===== src/rtl/booth_pkg.sv =====
// Shared types and constants for the radix-2 Booth sequential multiplier.
package booth_pkg;

   localparam int B_WIDTH = 8;

   typedef enum logic {
      IDLE = 1'b0,
      RUN  = 1'b1
   } state_t;

   // Booth recode pairs {Q[0], Q_1}
   localparam logic [1:0] REC_NOP     = 2'b00;
   localparam logic [1:0] REC_NOP_ALT = 2'b11;
   localparam logic [1:0] REC_ADD     = 2'b01;
   localparam logic [1:0] REC_SUB     = 2'b10;

endpackage


===== src/rtl/booth_addsub.sv =====
// Combinational (WIDTH+1)-bit A +/- M around a carry-lookahead adder;
// the operation is picked by the Booth recode pair.
module booth_addsub
   import booth_pkg::*;
#(
   parameter int WIDTH = B_WIDTH
) (
   input  logic [WIDTH:0] a,
   input  logic [WIDTH:0] m,
   input  logic [1:0]     rec,
   output logic [WIDTH:0] s
);

   localparam int N = WIDTH + 1;

   logic [N-1:0] b;
   logic         cin;
   logic [N-1:0] g;
   logic [N-1:0] p;
   logic [N-1:0] c;

   // Subtract is A + ~M + 1; the no-op pairs present a zero operand.
   always_comb begin
      b   = '0;
      cin = 1'b0;
      case (rec)
         REC_ADD: b = m;
         REC_SUB: begin
            b   = ~m;
            cin = 1'b1;
         end
         default: b = '0;
      endcase
   end

   assign g = a & b;
   assign p = a ^ b;

   // Each carry is a flat sum of generate/propagate products, not a ripple.
   always_comb begin
      logic t;
      logic pp;
      c    = '0;
      c[0] = cin;
      t    = 1'b0;
      pp   = 1'b0;
      for (int i = 0; i < N - 1; i++) begin
         t  = g[i];
         pp = p[i];
         for (int j = i - 1; j >= 0; j--) begin
            t  = t | (pp & g[j]);
            pp = pp & p[j];
         end
         c[i+1] = t | (pp & cin);
      end
   end

   assign s = p ^ c;

endmodule


===== src/rtl/booth_seq_mult.sv =====
// Sequential radix-2 Booth multiplier controller, one recode step per cycle.
// Optional: BOOTH_ZERO_BYPASS_EN skips the RUN phase when an operand is zero.
module booth_seq_mult
   import booth_pkg::*;
#(
   parameter int WIDTH = B_WIDTH,
   parameter int CNT_W = 4
) (
   input  logic               clk,
   input  logic               rst,
   input  logic               start,
   input  logic [WIDTH-1:0]   multiplicand,
   input  logic [WIDTH-1:0]   multiplier,
   output logic               busy,
   output logic               done,
   output logic [2*WIDTH-1:0] product
);

   state_t               state_q, state_d;
   logic [WIDTH:0]       a_q, a_d;
   logic [WIDTH-1:0]     q_q, q_d;
   logic                 q1_q, q1_d;
   logic [WIDTH:0]       m_q, m_d;
   logic [CNT_W-1:0]     count_q, count_d;
   logic [2*WIDTH-1:0]   product_q, product_d;
   logic                 done_q, done_d;

   logic [WIDTH:0]       s;
   logic [1:0]           rec;
   logic                 zero_op;

`ifdef BOOTH_ZERO_BYPASS_EN
   assign zero_op = (multiplicand == '0) || (multiplier == '0);
`else
   assign zero_op = 1'b0;
`endif

   assign rec = {q_q[0], q1_q};

   booth_addsub #(.WIDTH(WIDTH)) u_addsub (
      .a   (a_q),
      .m   (m_q),
      .rec (rec),
      .s   (s)
   );

   always_comb begin
      state_d   = state_q;
      a_d       = a_q;
      q_d       = q_q;
      q1_d      = q1_q;
      m_d       = m_q;
      count_d   = count_q;
      product_d = product_q;
      done_d    = 1'b0;
      case (state_q)
         IDLE: begin
            if (start && zero_op) begin
               product_d = '0;
               done_d    = 1'b1;
            end else if (start) begin
               a_d     = '0;
               q_d     = multiplier;
               q1_d    = 1'b0;
               m_d     = {multiplicand[WIDTH-1], multiplicand};
               count_d = CNT_W'(WIDTH);
               state_d = RUN;
            end
         end
         RUN: begin
            // Arithmetic right shift of {S, Q, Q_1}
            a_d     = {s[WIDTH], s[WIDTH:1]};
            q_d     = {s[0], q_q[WIDTH-1:1]};
            q1_d    = q_q[0];
            count_d = count_q - CNT_W'(1);
            if (count_q == CNT_W'(1)) begin
               product_d = {a_d[WIDTH-1:0], q_d};
               done_d    = 1'b1;
               state_d   = IDLE;
            end
         end
         default: state_d = IDLE;
      endcase
   end

   always_ff @(posedge clk or posedge rst) begin
      if (rst) begin
         state_q   <= IDLE;
         a_q       <= '0;
         q_q       <= '0;
         q1_q      <= 1'b0;
         m_q       <= '0;
         count_q   <= '0;
         product_q <= '0;
         done_q    <= 1'b0;
      end else begin
         state_q   <= state_d;
         a_q       <= a_d;
         q_q       <= q_d;
         q1_q      <= q1_d;
         m_q       <= m_d;
         count_q   <= count_d;
         product_q <= product_d;
         done_q    <= done_d;
      end
   end

   assign busy    = (state_q == RUN);
   assign done    = done_q;
   assign product = product_q;

endmodule

===== config.mk =====
export PLATFORM = sky130hd
export DESIGN_NAME = booth_seq_mult
export DESIGN_NICKNAME = d
export VERILOG_FILES = /design/src/rtl/booth_pkg.sv /design/src/rtl/booth_addsub.sv /design/src/rtl/booth_seq_mult.sv
export SDC_FILE = /design/constraint.sdc
export NUM_CORES = 1
export LEC_CHECK = 0
export BUFFER_PORTS_ARGS = -buffer_cell sky130_fd_sc_hd__buf_2
export CELL_PAD_IN_SITES_DETAIL_PLACEMENT = 1
export CELL_PAD_IN_SITES_GLOBAL_PLACEMENT = 1
export CORE_MARGIN = 2
export CORE_UTILIZATION = 28
export DETAILED_ROUTE_END_ITERATION = 10
export PLACE_DENSITY = 0.6
export SETUP_SLACK_MARGIN = 0.3
export SLEW_MARGIN = 20
export SYNTH_ARGS = -nofsm -noshare
export SYNTH_HDL_FRONTEND = slang
export SYNTH_SLANG_ARGS = --single-unit

===== constraint.sdc =====
create_clock -name clk -period 7.36 [get_ports clk]
set_input_delay 1.104 -clock clk [delete_from_list [all_inputs] [get_ports clk]]
set_output_delay 1.104 -clock clk [all_outputs]
set_load 0.01 [all_outputs]

# Word level (Yosys, flattened, before mapping)

Index checks and enable logic that the tools add are counted.

Register bits after elaboration: 48
Input port bits: 19
Output and inout bits: 18
Word-level logic and storage cells: 138

Add/sub/neg operators: 1
Equal/unequal tests: 5
Muxes and demuxes: 17
Bitwise logic cells: 105
Reductions and logical operators: 2

Operators with widths:

| kind                  | count |
|---|---|
| $and A1 B1 Y1         | 64 |
| $or A1 B1 Y1          | 36 |
| $pmux W9 S2           | 2 |
| $mux W16              | 2 |
| $xor A9 B9 Y9         | 2 |
| $pmux W8 S2           | 1 |
| $mux W9               | 1 |
| $not A9 Y9            | 1 |
| $and A8 B8 Y8         | 1 |
| $mux W8               | 1 |
| $pmux W4 S2           | 1 |
| $pmux W1 S2           | 3 |
| $mux W1               | 5 |
| $eq A4 B1 Y1 const B  | 1 |
| $mux W4               | 1 |
| $reduce_and A2 Y1     | 2 |
| $sub A4 B1 Y4 const B | 1 |
| $eq A2 B1 Y1 const B  | 1 |
| $eq A2 B2 Y1 const B  | 1 |
| $ne A2 B1 Y1 const B  | 1 |
| $ne A2 B2 Y1 const B  | 1 |
| $not A1 Y1            | 1 |

# Depth between registers and ports, before layout

Word-level depth: 15
Depth in mapped cells: 10
Depth with buffers taken out: 8

# By module

Synthesis repeated with hierarchy kept, for this count alone.

Cells, all modules: 202
Area total of the unflattened synthesis: 2364.8 µm²

Modules (own cells, without submodules):

| module         | instances | cells an instance | area each (µm²) | sequential area each (µm²) |
|---|---|---|---|---|
| booth_seq_mult | 1         | 144               | 1941.9          | 1176.1 |
| booth_addsub   | 1         | 58                | 422.9           | 0.0 |

# Worst setup path after synthesis

OpenSTA, ideal clock, no wires.

Path kind: register -> register
From: register q_q[0]
To: register a_q[7]
Library setup time: 0.110 ns
Data arrival time: 2.196 ns
Data required time: 7.250 ns
Path slack: 5.054 ns
Stages on the path, launching flop included: 11
Buffers on the path: 2
Period minus slack after synthesis: 2.306 ns
Path through: dfrtp_1 > nor2b_1 > clkbuf_1 > nand2_1 > o21ai_0 > ha_1 > buf_6 > and4_4 > a211o_1 > o21a_1 > o41ai_1

Longest elaborated chain between the ends: 14
Elaborated cells on any way between the ends: 31
Those cells by class: eq/ne (2); mux (3); bitwise (26)

RTL lines:

| element                                                 | RTL line                               | RTL |
|---|---|---|
| from (decl)                                             | booth_seq_mult.sv:21                   | `logic [WIDTH-1:0] q_q, q_d;` |
| from (signal assigned)                                  | booth_seq_mult.sv:99                   | `q_q <= q_d;` |
| $eq A2 B2 Y1 / $eq A2 B1 Y1 (equally long branches)     | booth_addsub.sv:26                     | `case (rec)` |
| $pmux W9 S2                                             | booth_addsub.sv:26                     |  |
| $xor A9 B9 Y9 / $and A8 B8 Y8 (equally long branches)   | booth_addsub.sv:37, booth_addsub.sv:36 |  |
| $and A1 B1 Y1, on equally long branches                 | booth_addsub.sv:51, booth_addsub.sv:52 |  |
| $or A1 B1 Y1, or another cell as far along (6 in a row) | booth_addsub.sv:51                     | `t = t \| (pp & g[j]);` |
| $or A1 B1 Y1 / $and A1 B1 Y1 (equally long branches)    | booth_addsub.sv:51, booth_addsub.sv:54 |  |
| $or A1 B1 Y1                                            | booth_addsub.sv:54                     | `c[i+1] = t \| (pp & cin);` |
| $xor A9 B9 Y9 *                                         | booth_addsub.sv:58                     | `assign s = p ^ c;` |
| $pmux W9 S2 *                                           | booth_seq_mult.sv:56                   | `case (state_q)` |
| to (signal assigned)                                    | booth_seq_mult.sv:89                   | `a_q <= '0;` |
| to (signal assigned)                                    | booth_seq_mult.sv:98                   | `a_q <= a_d;` |
| to (decl)                                               | booth_seq_mult.sv:20                   | `logic [WIDTH:0] a_q, a_d;` |

Every way passes the cells marked *; elsewhere a longest branch is shown, timed or not.
A chain may end at the register's enable or synchronous reset.

# Worst setup path after layout

From: register q_q[0]
To: register product_q[15], in the netlist product[15]

Longest elaborated chain between the ends: 15
Elaborated cells on any way between the ends: 32
Those cells by class: eq/ne (2); mux (4); bitwise (26)

RTL lines:

| element                                                 | RTL line                               | RTL |
|---|---|---|
| $eq A2 B2 Y1 / $eq A2 B1 Y1 (equally long branches)     | booth_addsub.sv:26                     |  |
| $pmux W9 S2                                             | booth_addsub.sv:26                     |  |
| $xor A9 B9 Y9 / $and A8 B8 Y8 (equally long branches)   | booth_addsub.sv:37, booth_addsub.sv:36 |  |
| $and A1 B1 Y1, on equally long branches                 | booth_addsub.sv:51, booth_addsub.sv:52 |  |
| $or A1 B1 Y1, or another cell as far along (6 in a row) | booth_addsub.sv:51                     |  |
| $or A1 B1 Y1 / $and A1 B1 Y1 (equally long branches)    | booth_addsub.sv:51, booth_addsub.sv:54 |  |
| $or A1 B1 Y1                                            | booth_addsub.sv:54                     |  |
| $xor A9 B9 Y9 *                                         | booth_addsub.sv:58                     |  |
| $mux W16 *                                              | booth_seq_mult.sv:76                   | `if (count_q == CNT_W'(1)) begin` |
| $mux W16 *                                              | booth_seq_mult.sv:56                   |  |
| to (signal assigned)                                    | booth_seq_mult.sv:103                  | `product_q <= product_d;` |
| to (decl)                                               | booth_seq_mult.sv:25                   | `logic [2*WIDTH-1:0] product_q, product_d;` |

Every way passes the cells marked *; elsewhere a longest branch is shown, timed or not. The select of a mux whose other input is x is not followed.

==> flow_summary.toml <==
[sta]
finalCritPeriodShare = 0.367
hold_violations = 0
finalMaxSlewViolations = 0
relSlewSlack = 0.370
setup_viol = 0
fmax_mhz = 370
fin_crit_ns = 2.70
worstMarginPinSlew_ns = 0.942
whs_ns = 0.481
clock-skew-final_ns = 0.00894
setup_tns_ns = 0
rsz0062_at_grt = "false"

[pwr]
ir_worst_vdd_mv = 0.149
finalPower_uw = 1340
powerDensity_mw_per_mm2 = 493
cellLeakagePower_uw = 0.00132

[floorplanning]
die_y_um = 95.5
start_util = 0.287
die_area_sq_mm = 0.00913
num_rows = 33
coreArea_sq_mm = 0.00818
die_x_um = 95.5
top_level_ports = 37

[clock_network]
htreeDepth = 2
root_buffer = "clkbuf_8"
clkTransAtPathRegs_ns = 0.08
clock-sinks = 47
clk_latency_ns = 0.30
cts-hold-fix-buffers = 0
cts_buffer_depth = 2
cts_setup_buffers = 0
post_cts_resized = 0
cts_tree = "done"
cts_buffers = 5

[routing]
vias_per_cell = 4.75
drtIter0Drc = 75
drc_errors = 0
antenna_left = 0
via_count = 1786
dr.pass1.iters = 4
wl_per_cell_um = 15.0
wirelength_um = 5660

[worst_setup_path]
cpPeakStageDelay_ns = 0.44
cp_common_cell = "a21oi_1"
crit_family = "compound AO/OA/AOI/OAI gates"
cpMaxStageDelayCell = "nor2b_1"
arrival_ns = 2.89
cp_num_buf_inv = 0
crit_type = "flip-flop to flip-flop"
start_kind = "flip-flop"
endpoint_kind = "flip-flop"
worstSetupPathDepth = 8
worstPathMaxFanout = 8
worstPathCellList = "nor2b_1 > nand2_1 > o21ai_0 > ha_1 > a21oi_1 > a21oi_1 > o21a_1 > o41ai_1"
required_ns = 7.55
reg2reg_depth = 8

[synth]
synth_seq_area_share = 0.501
yosys_most_used_dff = "dfrtp_1"
ys_ff_latch = 47
synth_fa_ha_area_frac = 0.0619
muxShareOfSynthArea = 0.0725
synth-simple-area-share = 0.165
postSynthAreaPerCell_sq_um = 9.86
synth-compound-area-share = 0.158
synthArstFlopShare = 1.00
synth.distinct_cells = 45
synth-edff-count = 0
synth_area_sq_mm = 0.00235
yosys_warnings = 0
synth_top_family_by_area = "simple AND/OR/NAND/NOR gates"
synth-xor-area-share = 0.00747
synth.net_count = 268
synth_cells = 238

[global_route]
grtUsageTotal = 0.136
grt_pass1_vias = 1834
grt_pass1_wl_um = 9510
antenna_found_initial = 0
grt_overflow = 0
grt_max_degree = 48

[finish]
layout.nets = 301
mostFrequentLayoutCells = "nand2_1, dfrtp_1, buf_2"
final_common_cell = "nand2_1"
diodes = 0
syn_to_final_growth_pct = 16.1
drive_gt1_frac = 0.188

[outcome]
status = "finished, final reports clean"

[min_path]
min_path_cells = 2
hold_class = "flip-flop to flip-flop"

[place]
numPortBuffers = 36
gp_congestion = 0.797
detailed_place_hpwl_um = 4040

[flow_run]
max_cap_violations = 0
## synth_stat cells, types with 3 or more instances
library cell | instances | area share
nor2b_1 | 3 | 0.0080
inv_1 | 7 | 0.011
buf_1 | 3 | 0.0048
mux2_1 | 3 | 0.014
and2_1 | 3 | 0.0080
o21ai_0 | 26 | 0.055
a21oi_1 | 6 | 0.013
a31o_1 | 3 | 0.011
mux2i_1 | 8 | 0.034
nor2_1 | 4 | 0.0064
or3_1 | 3 | 0.0080
mux2_2 | 5 | 0.024
o31ai_1 | 4 | 0.013
clkbuf_1 | 7 | 0.011
ha_1 | 10 | 0.053
dfrtp_1 | 47 | 0.50
nand2_1 | 58 | 0.093
## stage by stage
stage	cell area, sq um	instances	utilization	worst slack (ns)
2_1_floorplan	2350	238	-	5.05
3_3_place_gp	2620	369	0.320	4.73
3_5_place_dp	2620	369	0.320	4.68
4_1_cts	2720	376	0.333	4.64
5_1_grt	2720	376	0.333	4.31
6_report	2720	376	0.333	4.66
## power by group
| part | leakage [uW] | switching, uW | total [uW] | internal (uW) |
|---|---|---|---|---|
| Sequential | 0.000575 | 83.3 | 472 | 389 |
| Combinational | 0.000690 | 396 | 683 | 288 |
| Clock | 0.0000513 | 87.0 | 187 | 99.7 |
## worst reg2reg max path, delay by kind of cell (launching register included)
family | cells | cell delay, ns
AND/OR/NAND/NOR | 2 | 0.54
flip-flops | 1 | 0.43
adder cells (fa/ha/maj) | 1 | 0.30
AO/OA/AOI/OAI | 5 | 1.35
## logic make-up (layout without fill, tap and decap cells)
kind of cell | count (synthesis) | after routing
AOI/OAI and AO/OA | 58 | 58
xor gates and xnor gates | 2 | 2
adders and majority gates | 11 | 11
buffers and inverters | 19 | 52
DFF | 47 | 47
muxes | 16 | 16
and+or+nand+nor | 85 | 85
## per-layer routing
| layer | track usage | vias up | part of all wire |
|---|---|---|---|
| met5 | 0 | - | 0 |
| met2 | 0.214 | 22 | 0.46 |
| li1 | - | 899 | - |
| met3 | 0.0221 | 6 | 0.024 |
| met1 | 0.192 | 859 | 0.50 |
| met4 | 0.0440 | 0 | 0.014 |
## worst paths after layout
| path | to | slack, ns | startpoint |
|---|---|---|---|
| min in group asynchronous | m_q[1]$_DFFE_PP0P_ | 0.93 | rst |
| max | product[15]$_DFFE_PP0P_ | 4.66 | q_q[0]$_DFFE_PP0P_ |
| min | product[0]$_DFFE_PP0P_ | 0.48 | product[0]$_DFFE_PP0P_ |
| max in group asynchronous | a_q[7]$_DFFE_PP0P_ | 5.95 | rst |
| max reg2reg | product[15]$_DFFE_PP0P_ | 4.66 | q_q[0]$_DFFE_PP0P_ |
| min reg2reg | product[0]$_DFFE_PP0P_ | 0.48 | product[0]$_DFFE_PP0P_ |
## registers in the layout, indices dropped and copies added (netlist names)
register / count
product: 16
a_q: 8
m_q: 8
q_q: 8
count_q: 4
busy: 1
done: 1
q1_q: 1
## layout make-up
cell class,count,area (sq um)
clock buffers,6,72.6
clock inverters,1,30.0
inverters,7,27.5
flip-flops and latches,47,1180
fillers,965,5450
well taps,105,131
repair buffers,38,195
multi-input cells,172,1090
Power figures use the tool's default switching activity.
